<file path="src/rtl/ins_fetcher_pkg.sv">
// Shared constants, state encoding and immediate decoders for the instruction fetcher.
package ins_fetcher_pkg;

  localparam int unsigned ICACHE_LINES_DEF = 64;
  localparam int unsigned BHT_ENTRIES_DEF  = 256;

  localparam logic        TRUE  = 1'b1;
  localparam logic        FALSE = 1'b0;
  localparam logic [31:0] ZERO  = '0;

  localparam logic [6:0] OP_JAL    = 7'b1101111;
  localparam logic [6:0] OP_BRANCH = 7'b1100011;

  localparam logic [1:0] BHT_INIT = 2'b01;

  typedef enum logic {
    IDLE = 1'b0,
    MISS = 1'b1
  } fetch_state_e;

  function automatic logic [31:0] imm_j(input logic [31:0] ins);
    return {{12{ins[31]}}, ins[19:12], ins[20], ins[30:21], 1'b0};
  endfunction

  function automatic logic [31:0] imm_b(input logic [31:0] ins);
    return {{20{ins[31]}}, ins[7], ins[30:25], ins[11:8], 1'b0};
  endfunction

endpackage

</file>
<file path="src/rtl/fetch_icache.sv">
// Direct-mapped one-word-per-line I-cache: combinational hit/data lookup, synchronous refill write.
module fetch_icache #(
  parameter int unsigned LINES = 64
) (
  input  logic        clk,
  input  logic        rst,
  input  logic [29:0] rd_word_i,
  output logic        hit_o,
  output logic [31:0] rd_data_o,
  input  logic        we_i,
  input  logic [29:0] wr_word_i,
  input  logic [31:0] wr_data_i
);
  import ins_fetcher_pkg::*;

  localparam int unsigned IDX_W = $clog2(LINES);
  localparam int unsigned TAG_W = 30 - IDX_W;

  logic [LINES-1:0] valid_q;
  logic [TAG_W-1:0] tag_q  [LINES];
  logic [31:0]      data_q [LINES];

  logic [IDX_W-1:0] rd_idx, wr_idx;
  logic [TAG_W-1:0] rd_tag, wr_tag;

  assign rd_idx = rd_word_i[IDX_W-1:0];
  assign rd_tag = rd_word_i[29:IDX_W];
  assign wr_idx = wr_word_i[IDX_W-1:0];
  assign wr_tag = wr_word_i[29:IDX_W];

  assign hit_o     = valid_q[rd_idx] && (tag_q[rd_idx] == rd_tag);
  assign rd_data_o = data_q[rd_idx];

  always_ff @(posedge clk) begin
    if (rst) begin
      valid_q <= '0;
    end else if (we_i) begin
      valid_q[wr_idx] <= TRUE;
    end
  end

  // Tag/data need no reset: a line is only trusted once its valid bit is set.
  always_ff @(posedge clk) begin
    if (!rst && we_i) begin
      tag_q[wr_idx]  <= wr_tag;
      data_q[wr_idx] <= wr_data_i;
    end
  end

endmodule

</file>
<file path="src/rtl/ins_fetcher.sv">
// Fetch stage: PC, I-cache lookup/refill FSM, BHT-based branch/JAL prediction, dispatcher handshake.
module ins_fetcher
  import ins_fetcher_pkg::*;
#(
  parameter int unsigned ICACHE_LINES = ICACHE_LINES_DEF,
  parameter int unsigned BHT_ENTRIES  = BHT_ENTRIES_DEF
) (
  input  logic        clk,
  input  logic        rst,
  input  logic        rdy,
  input  logic        rollback_signal,
  input  logic [31:0] rollback_pc,
  input  logic        is_full,
  output logic        valid_2dsp,
  output logic [31:0] pc_2dsp,
  output logic [31:0] instr_2dsp,
  output logic        if_jump_2dsp,
  output logic        mem_req_valid,
  output logic [31:0] mem_req_addr,
  input  logic        mem_resp_valid,
  input  logic [31:0] mem_resp_instr,
  input  logic        bp_upd_valid,
  input  logic [31:0] bp_upd_pc,
  input  logic        bp_upd_taken
);

  localparam int unsigned BHT_W = $clog2(BHT_ENTRIES);

  fetch_state_e state_q;
  logic [31:0]  pc_q;
  logic         valid_q;
  logic [31:0]  pc_out_q;
  logic [31:0]  instr_q;
  logic         jump_q;
  logic         req_valid_q;
  logic [29:0]  req_word_q;
  logic [1:0]   bht_q [BHT_ENTRIES];

  logic        ic_hit;
  logic [31:0] ic_data;
  logic        ic_we;
  logic        advance;
  logic        pred_taken;
  logic [31:0] next_pc_d;
  logic        jump_d;
  logic [BHT_W-1:0] bht_rd_idx, bht_wr_idx;
  logic        unused_bits;

  assign unused_bits = ^bp_upd_pc;

  assign advance = !valid_q || !is_full;
  assign ic_we   = !rst && !rollback_signal && rdy && (state_q == MISS) && mem_resp_valid;

  fetch_icache #(
    .LINES(ICACHE_LINES)
  ) u_icache (
    .clk      (clk),
    .rst      (rst),
    .rd_word_i(pc_q[31:2]),
    .hit_o    (ic_hit),
    .rd_data_o(ic_data),
    .we_i     (ic_we),
    .wr_word_i(req_word_q),
    .wr_data_i(mem_resp_instr)
  );

  assign bht_rd_idx = pc_q[BHT_W+1:2];
  assign bht_wr_idx = bp_upd_pc[BHT_W+1:2];
  assign pred_taken = bht_q[bht_rd_idx][1];

  always_comb begin
    next_pc_d = pc_q + 32'd4;
    jump_d    = FALSE;
    if (ic_data[6:0] == OP_JAL) begin
      next_pc_d = pc_q + imm_j(ic_data);
      jump_d    = TRUE;
    end else if (ic_data[6:0] == OP_BRANCH && pred_taken) begin
      next_pc_d = pc_q + imm_b(ic_data);
      jump_d    = TRUE;
    end
  end

  always_ff @(posedge clk) begin
    if (rst) begin
      state_q     <= IDLE;
      pc_q        <= ZERO;
      valid_q     <= FALSE;
      pc_out_q    <= ZERO;
      instr_q     <= ZERO;
      jump_q      <= FALSE;
      req_valid_q <= FALSE;
      req_word_q  <= '0;
    end else if (rollback_signal) begin
      state_q     <= IDLE;
      pc_q        <= rollback_pc;
      valid_q     <= FALSE;
      req_valid_q <= FALSE;
    end else if (rdy) begin
      case (state_q)
        IDLE: begin
          if (advance) begin
            if (ic_hit) begin
              valid_q  <= TRUE;
              pc_out_q <= pc_q;
              instr_q  <= ic_data;
              jump_q   <= jump_d;
              pc_q     <= next_pc_d;
            end else begin
              valid_q     <= FALSE;
              req_valid_q <= TRUE;
              req_word_q  <= pc_q[31:2];
              state_q     <= MISS;
            end
          end
        end
        MISS: begin
          if (mem_resp_valid) begin
            req_valid_q <= FALSE;
            state_q     <= IDLE;
          end
        end
        default: state_q <= IDLE;
      endcase
    end
  end

  // Commit-time training runs independently of the fetch pipeline, including across stalls and flushes.
  always_ff @(posedge clk) begin
    if (rst) begin
      for (int unsigned i = 0; i < BHT_ENTRIES; i++) begin
        bht_q[i] <= BHT_INIT;
      end
    end else if (rdy && bp_upd_valid) begin
      if (bp_upd_taken) begin
        if (bht_q[bht_wr_idx] != 2'b11) bht_q[bht_wr_idx] <= bht_q[bht_wr_idx] + 2'b01;
      end else begin
        if (bht_q[bht_wr_idx] != 2'b00) bht_q[bht_wr_idx] <= bht_q[bht_wr_idx] - 2'b01;
      end
    end
  end

  assign valid_2dsp    = valid_q;
  assign pc_2dsp       = pc_out_q;
  assign instr_2dsp    = instr_q;
  assign if_jump_2dsp  = jump_q;
  assign mem_req_valid = req_valid_q;
  assign mem_req_addr  = {req_word_q, 2'b00};

endmodule

</file>
<file path="config.mk">
export PLATFORM = sky130hd
export DESIGN_NAME = ins_fetcher
export DESIGN_NICKNAME = d
export VERILOG_FILES = /design/src/rtl/ins_fetcher_pkg.sv /design/src/rtl/fetch_icache.sv /design/src/rtl/ins_fetcher.sv
export SDC_FILE = /design/constraint.sdc
export NUM_CORES = 2
export LEC_CHECK = 0
export ABC_CLOCK_PERIOD_IN_PS = 6780
export CORE_MARGIN = 1.5
export CORE_UTILIZATION = 40
export DETAILED_ROUTE_END_ITERATION = 10
export GPL_ROUTABILITY_DRIVEN = 0
export PLACE_DENSITY_LB_ADDON = 0.1
export SETUP_SLACK_MARGIN = 0.3
export SYNTH_ARGS = -nofsm -noshare
export SYNTH_HDL_FRONTEND = slang
export SYNTH_SLANG_ARGS = --single-unit
</file>
<file path="constraint.sdc">
create_clock -name clk -period 6.78 [get_ports clk]
set_clock_uncertainty 0.05 [all_clocks]
set_input_delay 1.356 -clock clk [delete_from_list [all_inputs] [get_ports clk]]
set_output_delay 1.356 -clock clk [all_outputs]
set_load 0.005 [all_outputs]
</file>
* Word level (Yosys, flattened, before mapping)
Memory sizes are Yosys's and may differ from the RTL's. A register that Yosys moved wholly into a read port is not among the register bits. Index checks and enable logic that the tools add are counted.
Storage, ports and cells: flip-flop bits (word level) 194, latch bits 0, memory bits (writable) 4096, memory bits (read-only) 0, input port bits 104, output and inout bits 99, memories 3
Memory list:
- u_icache.data_q | depth 64, width 32, rd ports 1, clocked after Yosys merged registers in 1, write ports 1, line fetch_icache.sv:21 | logic [31:0] data_q [LINES];
- u_icache.tag_q | depth 64, width 24, rd ports 1, clocked after Yosys merged registers in 1, write ports 1, line fetch_icache.sv:20 | logic [TAG_W-1:0] tag_q [LINES];
- bht_q | depth 256, width 2, rd ports 2, clocked after Yosys merged registers in 1, write ports 256, line ins_fetcher.sv:37 | logic [1:0] bht_q [BHT_ENTRIES];
Cells by class: add/subtract/negate cells 5, multipliers 0, div/mod/pow operators 0, $lt $le $gt $ge 3, equal/unequal tests 8, shifts and indexed selects 0, multiplexer cells 46, bitwise gates (word level) 5, reductions and logical operators 25
Operators by type and width (number):
- 32-bit two-way mux | 7
- 32-bit adder | 2
- 64-bit bitwise OR | 1
- 32-bit by 3-bit adder with 32-bit output, second input constant | 1
- 1-bit two-way mux | 26
- 24-bit equality test | 1
- 6-bit two-way mux | 4
- 8-bit two-way mux | 3
- 7-bit equality test, second input constant | 2
- 6-bit by 7-bit less-than comparator with 1-bit output, second input constant | 2
- 2-bit != test, second input constant | 5
- 5-bit AND reduction | 2
- 1-bit logical AND | 9
- 4-bit AND reduction | 2
- 2-bit nonzero test | 4
- 1-bit binary-select mux with 6-bit select | 1
- 1-bit demux with 6-bit select | 1
- 6-bit by 1-bit >= comparator with 1-bit output, second input constant | 1
- 1-bit logical NOT | 4
- 2-bit two-way mux | 2
- 1-bit case mux with 2 select lines | 2
- 2-bit OR reduction | 2
- 1-bit inverter | 3
- 3-bit AND reduction | 1
- 4 further kinds | 4

* Depth between registers and ports, before layout
depth in word-level cells 11, depth in mapped cells 27, gate-level depth less buffers 18

* Cells and area by module
Synthesis repeated with hierarchy kept, for this count alone.
Unflattened totals: cells, all modules 9158, area total of the unflattened synthesis 175518.3 sq um
By module, submodules not included:
- fetch_icache | times used 1, cells each 5890, area each 139669.0 sq um, sequential area each 108904.4 sq um
- ins_fetcher | times used 1, cells each 3268, area each 35849.4 sq um, sequential area each 18137.4 sq um

* Worst setup path before layout
No wires, ideal clock.
path type reg-to-reg, from reg (tool-made name), to reg pc_q[22], setup time 0.095 ns, arrival 7.263 ns, required time 6.635 ns, setup slack -0.628 ns, stages on the path, launching flop included 25, period minus slack after synthesis 7.408 ns, cell sequence dfxtp_1 -> buf_4 -> buf_4 -> buf_4 -> buf_4 -> buf_4 -> buf_2 -> buf_2 -> clkbuf_1 -> clkbuf_1 -> mux4_2 -> mux4_2 -> mux4_2 -> ha_1 -> clkbuf_1 -> a21o_1 -> a21o_1 -> a221oi_1 -> o22ai_1 -> o41ai_1 -> o21ai_0 -> a22oi_1 -> nor2b_1 -> or4_1 -> a221oi_1
RTL lines:
- to (signal assigned) | line ins_fetcher.sv:95 | pc_q <= rollback_pc;
- to (signal assigned) | line ins_fetcher.sv:107 | pc_q <= next_pc_d;
- to (decl) | line ins_fetcher.sv:30 | logic [31:0] pc_q;

==> summary.txt <==
Synth
  – EDFF count, synth: 4096
  – Post-Synthesis Cells: 9228
  – Netlist cell types: between 80 and 90
  – Xor and xnor area share after synthesis: 0.004246
  – YS warnings: 0
  – Synth Area in Compound Gates: 0.04032
  – Sequential area share after synthesis: 0.7245
  – Most used DFF post-synth: edfxtp_1
  – Mean Syn Cell Area: around 19 sq um
  – Area share of fa/ha/maj cells after synthesis: 0.003368
  – Main combinational cell family by area after synthesis: multiplexers
  – Ys async rst share: 0
  – Post-Syn Area: 0.1753 sq mm
  – Mux contribution to synthesized area: 0.1708
  – Synth Area in Simple Gates: 0.03747
  – #FFs+latches synth: 4298

Cells and area
  – Synthesis-to-layout area growth: 16.26%
  – Fill cells: 36716
  – Sequential Area: 0.1271 sq mm
  – Share of post-route cells with drive strength above 1: 0.2674
  – Multi-input gate area: roughly 0.046 sq mm
  – Final core utilization: 0.4682
  – Non-Filler Instances: 16007
  – Final #Nets: between 10000 and 15000

GRT
  – First-pass GRT wire length: 850400 um
  – Initial antenna violation count: 56
  – Largest net degree at the start of global routing: around 100
  – Grt ovf: 0
  – Total GRT Usage: 0.2814
  – Vias in the first global route: 98181

Floorplanning
  – Initial Util: 0.4027
  – Die area: 0.4423 sq mm
  – Number of cell rows: about 240
  – IO Count: 203
  – Die Height: 665.1 um
  – Core footprint: around 0.44 sq mm
  – Die W: 665.1 um

CTS
  – Clock transition at path regs: 0.06 ns
  – H-tree levels: 5
  – CTS root buffer: clkbuf_16
  – CTS tree: done
  – Clock Latency Late Sink: 1.02 ns
  – Clock sinks: 4298
  – CTS Hold Bufs: 0
  – Clock Path Buffers: 4
  – TritonCTS buffer count: 454

STA
  – Worst setup margin: 0.3680 ns
  – RSZ-0062 raised after global routing: false
  – Slew Viols, Final: 0
  – Slew headroom: 0.02714
  – Min Tclk post-route: 6.412 ns
  – Measured slew at the worst slew-check pin: around 1.5 ns
  – Max Clk Rate: ~0.16 GHz
  – Fin. Hold Viols: 0
  – Final period util: 0.9457
  – Final setup violation count: 0

Placement
  – HPWL Detailed: around 380000 um
  – DP Worst Slack: -0.3033 ns
  – Placed instance count: 15140
  – Buffers on Ports: 176

Critical path
  – CP Class: reg -> reg
  – Critical path arrival: approximately 7.3 ns
  – Worst setup SP type: flip-flop
  – Worst Path Max Fanout: a little under 70
  – Worst EP required: roughly 7.7 ns
  – CP endpoint kind: flip-flop
  – Worst R2R Path Depth: 20

Routing
  – First-pass DRT Iterations: 6
  – DR vias/cell: a little over 6
  – Total number of vias: 99880
  – WL per Instance: a little under 40 um
  – DRC: 0
  – Drt initial violations: 15386
  – Total wire length: 632900 um
  – Post-route ant nets: 0

Job
  – Max_cap viols: 0

Pwr
  – Peak VDD IR: 0.2579 mV
  – Pwr Total: roughly 0.058 W
  – Pwr/cell area: between 200 and 300 mW/mm^2
  – Leak: 66.60 nW

Min path
  – Hold path depth: 2
  – Hold crit path type: reg -> reg

Run status
  – Status: finished clean
==> registers in the layout, summed over array words and instances, names as in the netlist, named ones only <==
signal            flops
bht_q               512
pc_2dsp              32
if_jump_2dsp          1
u_icache.valid_q     64
mem_req_valid         1
state_q               1
u_icache.tag_q     1536
pc_q                 32
instr_2dsp           32
valid_2dsp            1
req_word_q           30
u_icache.data_q    2048
==> through the flow <==
stage | cell area [sq um] | hold WS, ns | TNS, ns
2_1_floorplan | 175500 | 0.3866 | 0
3_3_place_gp | 189100 | 0.3992 | -1.615
3_5_place_dp | 189200 | 0.4106 | -2.250
4_1_cts | 203700 | 0.4199 | 0
5_1_grt | 203800 | 0.4384 | 0
6_report | 203800 | 0.4189 | 0
==> metal layers <==
metal	routed length, um	vias to the layer above	track usage
li1	-	39024	-
met1	264400	54571	0.4082
met2	288000	5341	0.4329
met3	58820	936	0.05343
met4	21640	8	0.08435
met5	46	-	0
==> power by group <==
group	switching, W	leakage, nW	internal, W
sequential	0.000110	41.0	0.0290
combinational	0.00251	18.5	0.00148
clock	0.0106	7.05	0.0138
total	0.0132	66.6	0.0444
==> path summary, 6_finish.rpt <==
kind	startpoint	end	slack, ns
worst max-delay path	flip-flop	pc_q[8]	0.37
worst min-delay path	u_icache.valid_q[63]	u_icache.valid_q[63]	0.42
worst max register to register	flip-flop	pc_q[8]	0.37
worst min register to register	u_icache.valid_q[63]	u_icache.valid_q[63]	0.42
==> synthesized netlist by cell type, drive strengths merged, types with 55 or more instances <==
cell	count	share of area
o22ai	114	0.0041
inv	100	0.0021
a22oi	135	0.0058
nand2	442	0.0095
buf	282	0.0085
mux2i	428	0.024
a21o	275	0.012
clkbuf	401	0.0086
edfxtp	4096	0.70
nand2b	55	0.0020
mux4	1124	0.14
o21ai	80	0.0023
a21oi	94	0.0027
dfxtp	202	0.023
nor2	558	0.012
nand3	97	0.0028
==> kinds of logic after synthesis <==
logic type,count (synthesis)
AOI/OAI and AO/OA,985
adders and majority gates,46
muxes,1583
xor gates and xnor gates,85
and+or+nand+nor,1447
DFF,4298
buffers and inverters,783
other,1
==> worst max-delay path, cell delays in order, from the launching register on <==
cell and delay, ns:
dfxtp_4 0.49, buf_4 0.19, buf_16 0.30, buf_12 0.46, mux2i_1 0.28, a22o_1 0.42, a21oi_1 0.11, a2111oi_2 0.61
buf_4 0.22, xor2_1 0.36, nand4_1 0.15, o22ai_1 0.34, buf_4 0.20, nor2b_1 0.43, buf_4 0.21, nand3_1 0.10
buf_4 0.26, buf_4 0.17, a211o_1 0.24, a311oi_1 0.34, buf_4 0.18
==> final cells by class <==
type                            instances  area share
Clock inverter                        233    0.009925
Antenna cell                           11   0.0001350
Clock buffer                          607     0.06075
Tap cell                             5734     0.03520
Multi-Input combinational cell       4148      0.2243
Sequential cell                      4298      0.6235
Timing Repair Buffer                  876     0.04429
Inverter                              100    0.001903
==> repair_timing <==
action / CTS / global route
resized for setup: 7 / 4
endpoints found under the setup margin: 134 / 69
setup buffers: 4 / 11
cloned: 1 / 0
==> placed cells by master, fill, tap and decap left out, types with 94 or more instances in the layout <==
cell,instances
a21o_1,275
a21oi_1,94
a22oi_1,135
buf_12,168
buf_4,528
clkbuf_1,116
clkbuf_16,461
clkdlybuf4s50_1,139
clkinv_1,94
dfxtp_1,171
edfxtp_1,4096
inv_1,96
mux2i_1,428
mux4_2,1124
nand2_1,441
nand3_1,97
nor2_1,465
o22ai_1,114
Power figures use the tool's default switching activity.
